$ cat config.mk
export PLATFORM = sky130hd
export DESIGN_NAME = mdio_master_cfg_flat
export DESIGN_NICKNAME = d
export VERILOG_FILES = /design/src/rtl/mdio_master_cfg_if.sv /design/src/rtl/mdio_master_cfg.sv /design/src/flat_wrapper.sv
export SDC_FILE = /design/constraint.sdc
export NUM_CORES = 1
export LEC_CHECK = 0
export ABC_AREA = 1
export CORE_ASPECT_RATIO = 0.7
export CORE_MARGIN = 5
export CORE_UTILIZATION = 38
export DETAILED_ROUTE_END_ITERATION = 8
export GPL_ROUTABILITY_DRIVEN = 0
export SLEW_MARGIN = 15
export SYNTH_ARGS = -nofsm -noshare
export SYNTH_HDL_FRONTEND = slang
export SYNTH_SLANG_ARGS = --single-unit
$ cat constraint.sdc
create_clock -name clk -period 2.4 [get_ports clk]
set_input_delay 0.36 -clock clk [delete_from_list [all_inputs] [get_ports clk]]
set_output_delay 0.36 -clock clk [all_outputs]
set_load 0.05 [all_outputs]
$ cat src/rtl/mdio_master_cfg_if.sv
// Management-side bus of the MDIO master: command launch, serial pad signals and status.
// The master modport is the MDIO master itself; slave is the CPU/pad side driving it.
interface mdio_master_cfg_if;
    logic        MDIO_START;
    logic [31:0] T_DATA;
    logic        MDIO_IN;
    logic        MDIO_OUT;
    logic        MDIO_OE;
    logic        MDC;
    logic [15:0] RD_DATA;
    logic        DATA_RDY;
    logic        DONE;
    logic        BUSY;
    logic        TA_ERR;

    modport master (
        input  MDIO_START, T_DATA, MDIO_IN,
        output MDIO_OUT, MDIO_OE, MDC, RD_DATA, DATA_RDY, DONE, BUSY, TA_ERR
    );

    modport slave (
        output MDIO_START, T_DATA, MDIO_IN,
        input  MDIO_OUT, MDIO_OE, MDC, RD_DATA, DATA_RDY, DONE, BUSY, TA_ERR
    );
endinterface

$ cat src/rtl/mdio_master_cfg.sv
// Parametrised MDIO management master: Clause 22/45 frames from one command word,
// MDC divided from clk, optional preamble, turnaround check on reads.
module mdio_master_cfg #(
    parameter int CLK_DIV      = 2,
    parameter int PREAMBLE_LEN = 32
) (
    input  logic              clk,
    input  logic              RESET,
    mdio_master_cfg_if.master bus
);

    localparam int MAX_BITS = (PREAMBLE_LEN > 32) ? PREAMBLE_LEN : 32;
    localparam int DIV_W    = $clog2(2 * CLK_DIV);
    localparam int BIT_W    = $clog2(MAX_BITS);

    localparam logic [DIV_W-1:0] DIV_MID  = DIV_W'(CLK_DIV - 1);
    localparam logic [DIV_W-1:0] DIV_HALF = DIV_W'(CLK_DIV);
    localparam logic [DIV_W-1:0] DIV_LAST = DIV_W'(2 * CLK_DIV - 1);
    localparam logic [BIT_W-1:0] PRE_LAST = BIT_W'((PREAMBLE_LEN > 0) ? PREAMBLE_LEN - 1 : 0);
    localparam logic [BIT_W-1:0] CMD_LAST = BIT_W'(13);
    localparam logic [BIT_W-1:0] WR_LAST  = BIT_W'(17);
    localparam logic [BIT_W-1:0] TA_LAST  = BIT_W'(1);
    localparam logic [BIT_W-1:0] RD_LAST  = BIT_W'(15);

    typedef enum logic [2:0] {
        S_IDLE, S_PREAMBLE, S_CMD, S_WR_TAIL, S_TA_RD, S_RD_DATA_SH, S_FINISH
    } state_t;

    state_t           r_state;
    logic [DIV_W-1:0] r_div_cnt;
    logic [BIT_W-1:0] r_bit_cnt;
    logic [31:0]      r_tx;
    logic [15:0]      r_rx;
    logic             r_is_read;
    logic             r_ta_bad;
    logic             r_start_d;
    logic             r_mdc;
    logic             r_out;
    logic             r_oe;
    logic [15:0]      r_rd_data;
    logic             r_data_rdy;
    logic             r_done;
    logic             r_busy;
    logic             r_ta_err;

    logic             w_start;
    logic             w_bit_end;
    logic             w_sample;
    logic             w_frame_end;
    logic [DIV_W-1:0] w_div_nxt;

    assign w_start     = bus.MDIO_START & ~r_start_d;
    assign w_bit_end   = (r_div_cnt == DIV_LAST);
    assign w_sample    = (r_div_cnt == DIV_MID);   // cycle ending in the MDC rising edge
    assign w_div_nxt   = r_div_cnt + 1'b1;
    assign w_frame_end = w_bit_end &&
                         (((r_state == S_WR_TAIL)    && (r_bit_cnt == WR_LAST)) ||
                          ((r_state == S_RD_DATA_SH) && (r_bit_cnt == RD_LAST)));

    // NOTE: all state uses non-blocking assignments so every register sees pre-edge values.
    always_ff @(posedge clk) begin
        if (RESET) begin
            r_state    <= S_IDLE;
            r_div_cnt  <= '0;
            r_bit_cnt  <= '0;
            r_tx       <= '0;
            r_rx       <= '0;
            r_is_read  <= 1'b0;
            r_ta_bad   <= 1'b0;
            r_start_d  <= 1'b1;   // a start level held through reset is not an edge
            r_mdc      <= 1'b0;
            r_out      <= 1'b0;
            r_oe       <= 1'b0;
            r_rd_data  <= '0;
            r_data_rdy <= 1'b0;
            r_done     <= 1'b0;
            r_busy     <= 1'b0;
            r_ta_err   <= 1'b0;
        end else begin
            r_start_d  <= bus.MDIO_START;
            r_done     <= 1'b0;
            r_data_rdy <= 1'b0;
            case (r_state)
                S_IDLE, S_FINISH: begin
                    r_state <= S_IDLE;
                    r_mdc   <= 1'b0;
                    r_oe    <= 1'b0;
                    r_out   <= 1'b0;
                    r_busy  <= 1'b0;
                    if (w_start) begin
                        r_tx      <= bus.T_DATA;
                        r_is_read <= bus.T_DATA[29];
                        r_ta_err  <= 1'b0;
                        r_div_cnt <= '0;
                        r_bit_cnt <= '0;
                        r_oe      <= 1'b1;
                        r_busy    <= 1'b1;
                        if (PREAMBLE_LEN > 0) begin
                            r_state <= S_PREAMBLE;
                            r_out   <= 1'b1;
                        end else begin
                            r_state <= S_CMD;
                            r_out   <= bus.T_DATA[31];
                        end
                    end
                end
                default: begin
                    if (w_sample && (r_state == S_TA_RD) && (r_bit_cnt == TA_LAST))
                        r_ta_bad <= bus.MDIO_IN;
                    if (w_sample && (r_state == S_RD_DATA_SH))
                        r_rx <= {r_rx[14:0], bus.MDIO_IN};

                    if (!w_bit_end) begin
                        r_div_cnt <= w_div_nxt;
                        r_mdc     <= (w_div_nxt >= DIV_HALF);
                    end else begin
                        r_div_cnt <= '0;
                        r_mdc     <= 1'b0;
                        r_bit_cnt <= r_bit_cnt + 1'b1;
                        case (r_state)
                            S_PREAMBLE: if (r_bit_cnt == PRE_LAST) begin
                                r_state   <= S_CMD;
                                r_bit_cnt <= '0;
                                r_out     <= r_tx[31];
                            end
                            S_CMD: begin
                                r_tx  <= {r_tx[30:0], 1'b0};
                                r_out <= r_tx[30];
                                if (r_bit_cnt == CMD_LAST) begin
                                    r_bit_cnt <= '0;
                                    if (r_is_read) begin
                                        r_state <= S_TA_RD;
                                        r_oe    <= 1'b0;
                                        r_out   <= 1'b0;
                                    end else begin
                                        r_state <= S_WR_TAIL;
                                    end
                                end
                            end
                            S_WR_TAIL: begin
                                r_tx  <= {r_tx[30:0], 1'b0};
                                r_out <= r_tx[30];
                            end
                            S_TA_RD: if (r_bit_cnt == TA_LAST) begin
                                r_state   <= S_RD_DATA_SH;
                                r_bit_cnt <= '0;
                            end
                            default: ;
                        endcase
                    end

                    if (w_frame_end) begin
                        r_state <= S_FINISH;
                        r_done  <= 1'b1;
                        r_busy  <= 1'b0;
                        r_oe    <= 1'b0;
                        r_out   <= 1'b0;
                        if (r_is_read) begin
                            r_data_rdy <= 1'b1;
                            r_rd_data  <= r_rx;
                            r_ta_err   <= r_ta_bad;
                        end
                    end
                end
            endcase
        end
    end

    assign bus.MDC      = r_mdc;
    assign bus.MDIO_OUT = r_out;
    assign bus.MDIO_OE  = r_oe;
    assign bus.RD_DATA  = r_rd_data;
    assign bus.DATA_RDY = r_data_rdy;
    assign bus.DONE     = r_done;
    assign bus.BUSY     = r_busy;
    assign bus.TA_ERR   = r_ta_err;

endmodule

$ cat src/flat_wrapper.sv
// flat-port wrapper written by rule: the top's interface ports become plain ports
module mdio_master_cfg_flat 
#(
    parameter int CLK_DIV      = 2,
    parameter int PREAMBLE_LEN = 32
)
  (clk, RESET, bus_MDIO_START, bus_T_DATA, bus_MDIO_IN, bus_MDIO_OUT, bus_MDIO_OE, bus_MDC, bus_RD_DATA, bus_DATA_RDY, bus_DONE, bus_BUSY, bus_TA_ERR);
  mdio_master_cfg_if bus_i ();
  input  logic clk;
  input  logic RESET;
  input wire logic [$bits(bus_i.MDIO_START)-1:0] bus_MDIO_START;
  input wire logic [$bits(bus_i.T_DATA)-1:0] bus_T_DATA;
  input wire logic [$bits(bus_i.MDIO_IN)-1:0] bus_MDIO_IN;
  output wire logic [$bits(bus_i.MDIO_OUT)-1:0] bus_MDIO_OUT;
  output wire logic [$bits(bus_i.MDIO_OE)-1:0] bus_MDIO_OE;
  output wire logic [$bits(bus_i.MDC)-1:0] bus_MDC;
  output wire logic [$bits(bus_i.RD_DATA)-1:0] bus_RD_DATA;
  output wire logic [$bits(bus_i.DATA_RDY)-1:0] bus_DATA_RDY;
  output wire logic [$bits(bus_i.DONE)-1:0] bus_DONE;
  output wire logic [$bits(bus_i.BUSY)-1:0] bus_BUSY;
  output wire logic [$bits(bus_i.TA_ERR)-1:0] bus_TA_ERR;
  assign bus_i.MDIO_START = bus_MDIO_START;
  assign bus_i.T_DATA = bus_T_DATA;
  assign bus_i.MDIO_IN = bus_MDIO_IN;
  assign bus_MDIO_OUT = bus_i.MDIO_OUT;
  assign bus_MDIO_OE = bus_i.MDIO_OE;
  assign bus_MDC = bus_i.MDC;
  assign bus_RD_DATA = bus_i.RD_DATA;
  assign bus_DATA_RDY = bus_i.DATA_RDY;
  assign bus_DONE = bus_i.DONE;
  assign bus_BUSY = bus_i.BUSY;
  assign bus_TA_ERR = bus_i.TA_ERR;
  mdio_master_cfg #(.CLK_DIV(CLK_DIV), .PREAMBLE_LEN(PREAMBLE_LEN)) u_core (.clk(clk), .RESET(RESET), .bus(bus_i));
endmodule
# Yosys cells after proc, flatten, opt, wreduce, memory -nomap -nowiden
# Index checks and enable logic that the tools add are counted.
totals:
  register_bits: 84
  in_bits: 36
  out_inout_bits: 23
  elab_cells: 118
classes:
  addsub: 2
  magnitude_cmp: 1
  n_eq_ne: 17
  muxes: 45
  bitwise: 4
  reduce_logical: 33
ops:
  columns: ["cell", "count"]
  rows:
  - ["32-bit 2-to-1 mux", 4]
  - ["5-bit 2-to-1 mux", 6]
  - ["1-bit 2-to-1 mux", 22]
  - ["3-bit 2-to-1 mux", 7]
  - ["5-bit one-hot mux with 3 select lines", 1]
  - ["3-bit AND reduction", 4]
  - ["3-bit nonzero test", 4]
  - ["5-bit by 4-bit equality test with 1-bit output, second input constant", 2]
  - ["5-bit equality test, second input constant", 2]
  - ["5-bit nonzero test", 2]
  - ["3-bit equality test, second input constant", 3]
  - ["3-bit one-hot mux with 3 select lines", 1]
  - ["4-bit by 1-bit != test with 1-bit output, second input constant", 2]
  - ["2-bit AND reduction", 4]
  - ["2-bit nonzero test", 4]
  - ["4-bit OR reduction", 2]
  - ["3-bit by 2-bit equality test with 1-bit output, second input constant", 2]
  - ["1-bit logical AND", 6]
  - ["2-bit 2-to-1 mux", 3]
  - ["5-bit by 1-bit adder with 5-bit output, second input constant", 1]
  - ["5-bit by 1-bit equality test with 1-bit output, second input constant", 1]
  - ["5-bit AND reduction", 1]
  - ["4-bit by 3-bit != test with 1-bit output, second input constant", 1]
  - ["4-bit AND reduction", 1]
  - ["13 further kinds", 16]

# Depth between registers and ports, before layout
logic_depth:
  ltp_word: 6
  mapped_depth: 12
  ltp_nobuf: 12

# Worst setup path after synthesis
# OpenSTA, ideal clock, no wires.
synth_timing:
  path_type: "register to register"
  start: "reg u_core.r_bit_cnt[0]"
  end: "reg u_core.r_rd_data[5] (netlist: u_core.bus.RD_DATA[5])"
  setup_ns: 0.116
  arrival_ns: 1.566
  required_ns: 2.284
  path_slack_ns: 0.718
  path_stages_with_launch: 13
  n_path_buf: 1
  synth_period_minus_slack_ns: 1.682
  cell_sequence: "dfxtp_1 ha_1 nand2_1 nor2_1 ha_1 nand3_1 nand2_1 nand2_2 nor2_8 inv_4 buf_6 nor2_2 nor2_1"
synth_between:
  elab_chain_cells: 5
  elab_cells_between_ends: 7
  classes_between: "2 x eq/ne; 5 x reduce/logical"
synth_rtl:
  columns: ["item", "line_no", "source"]
  rows:
  - ["start: declaration", "mdio_master_cfg.sv:31", "logic [BIT_W-1:0] r_bit_cnt;"]
  - ["start signal: assignment", "mdio_master_cfg.sv:119", "r_bit_cnt <= r_bit_cnt + 1'b1;"]
  - ["5-bit equality test / 5-bit by 4-bit equality test with 1-bit output (equally long branches)", "mdio_master_cfg.sv:57, mdio_master_cfg.sv:58", null]
  - ["1-bit logical AND (on tied branches)", "mdio_master_cfg.sv:57, mdio_master_cfg.sv:58", null]
  - ["1-bit logical OR (*)", "mdio_master_cfg.sv:57", "(((r_state == S_WR_TAIL) && (r_bit_cnt == WR_LAST)) ||"]
  - ["1-bit logical AND (*)", "mdio_master_cfg.sv:56", "assign w_frame_end = w_bit_end &&"]
  - ["3-bit AND reduction (no source line) (*)", null, null]
  - ["end signal: assignment", "mdio_master_cfg.sv:160", "r_rd_data <= r_rx;"]
  - ["end: declaration", "mdio_master_cfg.sv:40", "logic [15:0] r_rd_data;"]
# Every way passes the cells marked *; elsewhere a longest branch is shown, timed or not.
# A chain may end at the register's enable or synchronous reset.

# Worst setup path after layout
layout_timing:
  start: "reg u_core.r_bit_cnt[0]"
  end: "reg u_core.r_rd_data[0] (netlist: u_core.bus.RD_DATA[0])"
# The elaborated chain is that of the path after synthesis.

==> metrics.txt <==
DR vias/cell=~4.8; dpl cell area=around 0.0045 sq mm; post-synthesis sequential area ratio=a little over two fifths; DP Worst Slack=0.250 ns; final period utilization=83.5%; CTS clk-pin slew, worst paths=around 0.060 ns; postcts setup bufs=0; Tot GR Track Use=between 10% and 20%; largest net degree at the start of global routing=42; Slew @ Worst Pin=between 0.8 and 0.9 ns; endpoints failing setup=0; Routed Antenna Nets=0; antenna violations before repair=0; clk root buf=clkbuf_16; layout net count=640; drt pass-1 iters=4; Initial DRC Count=approximately 260; final instance area=a little under 0.005 sq mm; critical path type=reg2reg; Startpoint Class=flip-flop; total internal power=between 2000 and 3000 uW; LEAKAGE=about 0.0020 uW; syn_nets=roughly 600; total power=approximately 4200 uW; max_cap viols=0; share of cells above drive strength 1=8.46%; synthesized instance count=approximately 550; hold_buf cts=0; Core Util, Final=between 40% and 50%; sequential share of power=between 30% and 40%; first-pass GRT wire length=approximately 16000 um; Sw Share=between 30% and 40%; Final Max Slew Viols=0; status=complete, no violations; initial core utilization=between 30% and 40%; input/output buffers=a little under 60; Worst path slowest cell=dfxtp_1; top cell family by delay on the critical path=simple AND/OR/NAND/NOR gates; final hold vios=0; met2 Use GR=a little under a quarter; Avg WL per Cell=around 13 um; Peak Freq=~0.5 GHz; clk_skew=0.00758 ns; Worst path max stage delay=~0.41 ns; crit path max fanout=10; Die H=94.7 um; vias=about 3500; number of flops mapped to enable cells by yosys=0; dominant synthesized flop cell=dfxtp_1; Area Overhead vs Synth=23.8%; CP Capture Type=flip-flop; clock power share=34.5%; GR peak layer=met2; IO Pins=approximately 60; unrepaired setup endpoints after global routing=no; Final WS setup=between 0.3 and 0.4 ns; CTS tree=yes; grt met3 use=3.73%; Netlist cell types=28; clock sinks=84; final global-route overflow total=0; HP Class=reg2reg; YS warnings=0; row cnt=30; # diodes=0; worst vdd ir=~0.42 mV; Buf/Inv on CP=1; TritonCTS buffer count=9; Resized cells post-CTS=0; crit path DAT=~2.3 ns; residual DRC count=0; max_slew headroom=between 40 and 50%; Post-synth ARST share=0%; vias in the first global route=around 3400; core area=a little under 0.01 sq mm; total negative setup slack=0 ns; Die X=~130 um; final period demand of the worst path=between 2 and 2.5 ns; DP HPWL=about 6200 um; Post-Syn Area=slightly below 0.004 sq mm; CP required=~2.7 ns; die area=0.0124 sq mm; final wirelength=a little over 9000 um; PwrDens=880 mW/mm^2; Max clock buf depth=2; Skew-Pair Late Insertion Delay=roughly 0.33 ns; combinational power share=about 29%; mean post-synth cell area=7.07 sq um; met1 Track Usage GR=21.8%; switching power=between 1000 and 1500 uW; crit-path cells=ha_1 -> nand2_1 -> nor2_1 -> ha_1 -> nand3_1 -> nand2_1 -> nand2_2 -> nor2_8 -> buf_4 -> o21ai_0 -> nor2_1; H-tree level count=3; number of synthesized register bits=84
per-stage QoR:
step                      hold slack (ns)  std cells
after CTS                           0.448        731
after global routing                0.486        731
after detailed placement            0.438        715
after global placement              0.439        715
final                               0.457        731
after floorplan                     0.424        551
layer usage:
metal	share of wire [%]	vias up
met5	0	-
met4	0.52	0
met3	5.4	4
met2	44	64
met1	50	1568
li1	-	1856
final cells by class:
cell class / instances / area, sq um
fillers: 977 / 5010
multi-input cells: 398 / 1870
flip-flops and latches: 84 / 1680
repair buffers: 67 / 648
clock buffers: 10 / 229
well taps: 128 / 160
inverters: 38 / 148
clock inverters: 6 / 86.3
cells in the mapped netlist (all sizes together) (2+ instances only):
library cell	instances	share of area, %
nand3b	2	0.39
clkbuf	11	1.1
nor3	4	0.51
dfxtp	84	43
nand3	45	5.8
inv	38	3.8
a21oi	59	7.6
nor2	57	6.6
nand4	2	0.32
buf	20	4.0
o21ai	38	4.9
nand2	181	19
ha	6	1.9
power groups by stage:
stage                     clock, uW  sequential (uW)  combinational, uW
after global placement            0             1570               1230
after floorplan                   0             1600                948
after global routing           1550             1550               1400
after detailed placement          0             1570               1230
final                          1460             1540               1240
after CTS                      1490             1540               1240
cell families after synthesis:
kind of cell | synth area share [%]
and+or+nand+nor | 32.5
AOI/OAI and AO/OA | 13.4
xor gates and xnor gates | 0.225
adders and majority gates | 1.93
buffers and inverters | 8.80
DFF | 43.2
sequential cells by signal, indices dropped and copies added (netlist names), 2 cells and up:
register            flops
u_core.bus.RD_DATA     16
u_core.r_rx            16
u_core.r_bit_cnt        5
u_core.r_tx            32
u_core.r_div_cnt        2
u_core.r_state          3
cell usage in the layout, fill, tap and decap left out, types with 6 or more instances in the layout:
cell type / n
inv_1: 32
buf_4: 9
nand2_1: 173
o21ai_0: 27
clkdlybuf4s50_1: 58
ha_1: 6
nand3_1: 45
nor2_1: 46
a21oi_1: 59
nor2_2: 10
dfxtp_1: 84
clkbuf_16: 9
o21ai_1: 11
final timing paths:
path / startpoint / to / slack, ns / cells after the start
worst min-delay path: u_core.r_rx[15] / u_core.r_rx[15] / 0.46 / 2
worst max register to register: u_core.r_bit_cnt[0] / u_core.bus.RD_DATA[0] / 0.40 / 11
worst min register to register: u_core.r_rx[15] / u_core.r_rx[15] / 0.46 / 2
worst max-delay path: u_core.r_bit_cnt[0] / u_core.bus.RD_DATA[0] / 0.40 / 11
worst reg2reg max path, cell delays in order, from the launching register on:
cell	delay (ns)
dfxtp_1	0.41
ha_1	0.21
nand2_1	0.07
nor2_1	0.17
ha_1	0.17
nand3_1	0.07
nand2_1	0.13
nand2_2	0.10
nor2_8	0.19
buf_4	0.20
o21ai_0	0.09
nor2_1	0.12
No activity file was read; power rests on OpenSTA's default activity.
